$ cat src/rtl/strobe_sequencer.sv
// strobe_sequencer: one-hot phase enables for a bank of posedge strobe gates.
// The control FSM, phase, counter and done pulse live on the rising edge. The
// enables are re-registered on the falling edge so they are settled half a
// period before every rising edge, which is when the gates sample them.
//
//   state  | meaning
//   -------+---------------------------------------------------------------
//   IDLE   | no cycle in progress, en=0, phase=0
//   RUN    | sequencing continuously, one phase per clock
//   DRAIN  | run dropped; finishing the current cycle, then IDLE
//   PAUSE  | frozen by hold, en=0; origin_q says where to resume
//   STEP   | single phase fired while paused, then back to PAUSE
module strobe_sequencer #(
  parameter int PHASES = 4,
  parameter int PW     = 2,
  parameter int CW     = 8
) (
  input  logic              clk,
  input  logic              rst_n,
  input  logic              run,
  input  logic              hold,
  input  logic              step,
  output logic [PHASES-1:0] en,
  output logic [PW-1:0]     phase,
  output logic              busy,
  output logic              cycle_done,
  output logic [CW-1:0]     cycle_count
);

  typedef enum logic [2:0] {
    S_IDLE  = 3'd0,
    S_RUN   = 3'd1,
    S_DRAIN = 3'd2,
    S_PAUSE = 3'd3,
    S_STEP  = 3'd4
  } state_t;

  localparam logic [PW-1:0] LAST = PW'(PHASES - 1);

  state_t            state_q;
  state_t            origin_q;
  logic [PW-1:0]     phase_q;
  logic [CW-1:0]     count_q;
  logic              done_q;
  logic              busy_q;
  logic              armed_q;
  logic [PHASES-1:0] en_q;

  logic              last;
  logic [PW-1:0]     phase_inc;
  logic              fire;

  assign last      = (phase_q == LAST);
  assign phase_inc = last ? '0 : phase_q + 1'b1;
  assign fire      = (state_q == S_RUN) || (state_q == S_DRAIN) || (state_q == S_STEP);

  // Control FSM: phase advance, cycle accounting, pause/step bookkeeping.
  // A step is accepted only after step has been seen low (armed_q), so a held
  // step level produces exactly one phase.
  always_ff @(posedge clk) begin
    if (!rst_n) begin
      state_q  <= S_IDLE;
      origin_q <= S_IDLE;
      phase_q  <= '0;
      count_q  <= '0;
      done_q   <= 1'b0;
      busy_q   <= 1'b0;
      armed_q  <= 1'b1;
    end else begin
      done_q  <= 1'b0;
      armed_q <= armed_q | ~step;
      case (state_q)
        S_IDLE: begin
          if (run && !hold) begin
            state_q <= S_RUN;
            phase_q <= '0;
            busy_q  <= 1'b1;
          end
        end
        S_RUN: begin
          if (hold) begin
            state_q  <= S_PAUSE;
            origin_q <= S_RUN;
          end else begin
            phase_q <= phase_inc;
            if (last) begin
              count_q <= count_q + 1'b1;
              done_q  <= 1'b1;
            end
            // Dropping run on the final phase completes the cycle outright.
            if (!run) begin
              if (last) begin
                state_q <= S_IDLE;
                busy_q  <= 1'b0;
              end else begin
                state_q <= S_DRAIN;
              end
            end
          end
        end
        S_DRAIN: begin
          if (hold) begin
            state_q  <= S_PAUSE;
            origin_q <= S_DRAIN;
          end else begin
            phase_q <= phase_inc;
            if (last) begin
              count_q <= count_q + 1'b1;
              done_q  <= 1'b1;
            end
            if (run) begin
              state_q <= S_RUN;
            end else if (last) begin
              state_q <= S_IDLE;
              busy_q  <= 1'b0;
            end
          end
        end
        S_PAUSE: begin
          if (!hold) begin
            state_q <= origin_q;
            busy_q  <= (origin_q != S_IDLE);
          end else if (step && armed_q && (origin_q != S_IDLE)) begin
            state_q <= S_STEP;
            armed_q <= 1'b0;
          end
        end
        S_STEP: begin
          state_q <= S_PAUSE;
          phase_q <= phase_inc;
          if (last) begin
            count_q <= count_q + 1'b1;
            done_q  <= 1'b1;
            // A drain finished by stepping has nothing left to resume into.
            if (origin_q == S_DRAIN) origin_q <= S_IDLE;
          end
        end
        default: begin
          state_q <= S_IDLE;
          phase_q <= '0;
          busy_q  <= 1'b0;
        end
      endcase
    end
  end

  // Falling-edge retime of the one-hot enables from the rising-edge state.
  always_ff @(negedge clk) begin
    if (!rst_n) en_q <= '0;
    else        en_q <= fire ? (PHASES'(1) << phase_q) : '0;
  end

  assign en          = en_q;
  assign phase       = phase_q;
  assign busy        = busy_q;
  assign cycle_done  = done_q;
  assign cycle_count = count_q;

endmodule

$ cat config.mk
export PLATFORM = sky130hd
export DESIGN_NAME = strobe_sequencer
export DESIGN_NICKNAME = d
export VERILOG_FILES = /design/src/rtl/strobe_sequencer.sv
export SDC_FILE = /design/constraint.sdc
export NUM_CORES = 1
export LEC_CHECK = 0
export CELL_PAD_IN_SITES_DETAIL_PLACEMENT = 1
export CELL_PAD_IN_SITES_GLOBAL_PLACEMENT = 1
export CORE_MARGIN = 5
export CORE_UTILIZATION = 37
export DETAILED_ROUTE_END_ITERATION = 8
export GPL_TIMING_DRIVEN = 0
export PLACE_DENSITY_LB_ADDON = 0.15
export SYNTH_ARGS = -nofsm -noshare
export SYNTH_HDL_FRONTEND = slang
export SYNTH_SLANG_ARGS = --single-unit
export TNS_END_PERCENT = 1
$ cat constraint.sdc
create_clock -name clk -period 2.4 [get_ports clk]
set_clock_uncertainty 0.1 [all_clocks]
set_input_delay 0.72 -clock clk [delete_from_list [all_inputs] [get_ports clk]]
set_output_delay 0.72 -clock clk [all_outputs]
set_load 0.02 [all_outputs]
After elaboration in Yosys (flattened, before gate mapping)
Index checks and enable logic that the tools add are counted.
{"block": "totals", "inputBits": 5, "output_inout_bits": 16, "wordCells": 84, "register_bits": 23}
{"block": "op_classes", "n_addsub": 2, "shifts": 1, "n_reduce_logical": 17, "bitwise_logic": 4, "n_eq_ne": 18, "n_mux": 34}
{"cell": "$mux 3", "n": 12}
{"cell": "$mux 8", "n": 2}
{"cell": "$pmux 8 s2", "n": 1}
{"cell": "$pmux 3 s5", "n": 1}
{"cell": "$ne 2x2->1 const B", "n": 7}
{"cell": "$mux 1", "n": 10}
{"cell": "$eq 3x2->1 const B", "n": 3}
{"cell": "$pmux 3 s3", "n": 1}
{"cell": "$add 8x1->8 const B", "n": 1}
{"cell": "$mux 2", "n": 4}
{"cell": "$pmux 2 s4", "n": 1}
{"cell": "$ne 3x3->1 const B", "n": 2}
{"cell": "$reduce_and 6->1", "n": 1}
{"cell": "$reduce_bool 3->1", "n": 2}
{"cell": "$reduce_and 5->1", "n": 1}
{"cell": "$ne 2x1->1 const B", "n": 2}
{"cell": "$ne 4x4->1 const B", "n": 1}
{"cell": "$pmux 1 s4", "n": 1}
{"cell": "$reduce_and 2->1", "n": 2}
{"cell": "$reduce_and 4->1", "n": 1}
{"cell": "$shl 1x2->4 const A", "n": 1}
{"cell": "$eq 3x1->1 const B", "n": 1}
{"cell": "$eq 3x3->1 const B", "n": 1}
{"cell": "$logic_and 1x1->1", "n": 3}
{"cell": "other kinds (11)", "n": 14}

Longest topological paths before layout
{"block": "logic_depth", "word_depth": 5, "mapped_depth": 6, "depth_no_buf": 5}

==> flow_summary.toml <==
[outcome]
outcome = "complete, but fails checks"
failed_checks = "setup timing"

[critical_path]
worstSetupPathType = "flip-flop to output port"
crit_chain = "buf_6"
path_buf_inv = 1
worstPathArrival_ps = 2010
cp.required_ps = 1580
start_kind = "flip-flop"
cp_max_fo = 1
crit_family = "flip-flops"
end_kind = "output port"
critPathSlowestCell = "dfxtp_2"
slowest_delay_ps = 310

[timing]
setup_tns_ps = -1950
rsz0062_at_grt = "true"
slew_headroom_pct = 67.6
tightest_slew_ps = 486
fin_ws_ps = -429
hold_violations = 0
slew_violations = 0
fin_hold_ws_ps = 401
setup_viol = 8

[final_layout]
fin_cells = 195
diodes = 0
fill_cells = 335
syn_to_final_growth_pct = 34.2
register_area_um2 = 452
nets = 172
final_cell_mix = "15 x dfxtp_1, 15 x clkdlybuf4s50_1, 13 x a21oi_1, 12 x nor2_1, 10 x o21ai_0"
multiInputGateArea_um2 = 658
stdcell_area_um2 = 1480
drive_gt1_share_pct = 19.5

[synthesis]
synth_edf_count = 0
ys_types = 39
synth_cells = 138
synthFlopType = "dfxtp_1"
synth_seq_cells = 22
synthArstFlopShare_pct = 0
syn_area_per_cell_um2 = 8.00
ys_warn_count = 0
synth_top_cell_by_area = "dfxtp_1"
synthesis.nets = 145
syn_area_um2 = 1100
synth_area_leaders = "dfxtp_1 40%, a21oi_1 5.9%, o21ai_0 5.0%, nor2_1 4.4%, nand2_1 3.1%"
synth_top_area_share_pct = 39.9
ys_seq_area_share_pct = 39.9

[global_route]
grt_overflow = 0
gr-usage-all-layers_pct = 15.9
antenna_found_initial = 0
grt_pass1_vias = 1141
grt_max_degree = 14
grt_pass1_wl_um = 5290

[clock_tree]
insertion_delay_ps = 320
cts_sinks = 22
ctsRootBufferMaster = "clkbuf_4"
cts_setup_buffers = 0
path_clk_slew_ps = 140
cts_tree = "yes"
ctsLongestPathBuffers = 2
cts_buffers = 3
htree_levels = 1

[floorplan]
start_util_pct = 39.3
rows = 19
io_pins = 21
core_um2 = 2810
die_x_um = 64.6
die_y_um = 64.6
die_area_um2 = 4180

[placement]
dpl.cell_count = 188
place.gp.congestion = 0.847
port_buffers = 19
place_area_um2 = 1370
hpwlAfterDp_um = 2300

[power_and_ir_drop]
p_leak_nw = 0.536
p_per_area_nw_per_um2 = 565
ir_drop_uv = 250

[detailed_routing]
viasPerCell = 5.86
routedWlPerCell_um = 15.7
totalWireLength_um = 3060
first_iter_violations = 27
ant_nets = 0
drc = 0
first_pass_iters = 6
num_vias = 1143

[worst_hold_path]
hold_path_class = "flip-flop to flip-flop"

[run]
cap_violations = 0
-- Yosys cell counts, drive strengths merged, types with 2 or more instances --
master,count
nand4,2
ha,2
nor3,5
nor3b,2
a31oi,2
and3,2
nand3,5
nand2,9
nor2,13
mux2i,3
a21oi,14
o31ai,3
dfxtp,22
o21ai,12
inv,6
clkbuf,7
nand2b,4
nor2b,2
or4,3
a32o,2
or3,2
-- routing by layer --
layer,share of wire (%),global-route usage [%],up-vias
li1,-,-,554
met1,45,19.4,563
met2,50,28.9,19
met3,3.4,2.76,7
met4,1.4,3.96,0
met5,0,0,-
-- flip-flops by register name (all words and copies together), names as in the netlist --
| name | flops |
|---|---|
| armed_q | 1 |
| busy | 1 |
| cycle_count | 8 |
| cycle_done | 1 |
| en | 4 |
| origin_q | 2 |
| phase | 2 |
| state_q | 3 |
-- repair_timing --
| action | 4_1_cts | 5_1_grt |
|---|---|---|
| endpoints found under the hold margin | 0 | 0 |
| endpoints found under the setup margin | 13 | 11 |
| pin swaps | 0 | 3 |
| resized for setup | 43 | 6 |
| hold buffers | 0 | 0 |
-- final cells by class --
type                       instances  area share, %
multi-input combinational        102           44.4
sequential                        22           30.5
timing repair buffer              19           13.2
buffer                             8           4.81
tap                               31           2.62
inverter                           5           1.60
clock buffer                       3           1.52
clock inverter                     5           1.35
-- stage by stage --
step / util, % / worst slack, ps / power [mW]
2_1_floorplan: - / -163 / 0.565
3_3_place_gp: 49.0 / -498 / 0.613
3_5_place_dp: 49.0 / -520 / 0.626
4_1_cts: 52.1 / -438 / 0.839
5_1_grt: 52.8 / -473 / 0.895
6_report: 52.8 / -429 / 0.837
-- path summary, 6_finish.rpt --
path,startpoint,endpoint,slack [ps],cells past startpoint
setup / recovery,en[3],en[3],-430,1
hold reg to reg,cycle_count[7],cycle_count[7],400,2
hold / removal,cycle_count[7],cycle_count[7],400,2
setup reg to reg,state_q[2],en[3],-170,6
-- power breakdown --
| part | internal (mW) | switching [mW] | total, mW | leakage, nW |
|---|---|---|---|---|
| Clock | 0.0710 | 0.144 | 0.215 | 0.0390 |
| Combinational | 0.0956 | 0.119 | 0.215 | 0.316 |
| Sequential | 0.385 | 0.0227 | 0.408 | 0.182 |
| Total | 0.552 | 0.286 | 0.837 | 0.536 |
-- kinds of logic (layout without fill, tap and decap cells) --
kind of cell / after synthesis / after routing / share of synthesized area, %
mux: 3 / 3 / 2.72
compound gates: 42 / 42 / 24.0
buf+inv: 14 / 40 / 4.88
xor+xnor: 1 / 1 / 0.794
simple gates: 54 / 54 / 25.4
fa+ha+maj: 2 / 2 / 2.27
flops: 22 / 22 / 39.9
Power figures use the tool's default switching activity.
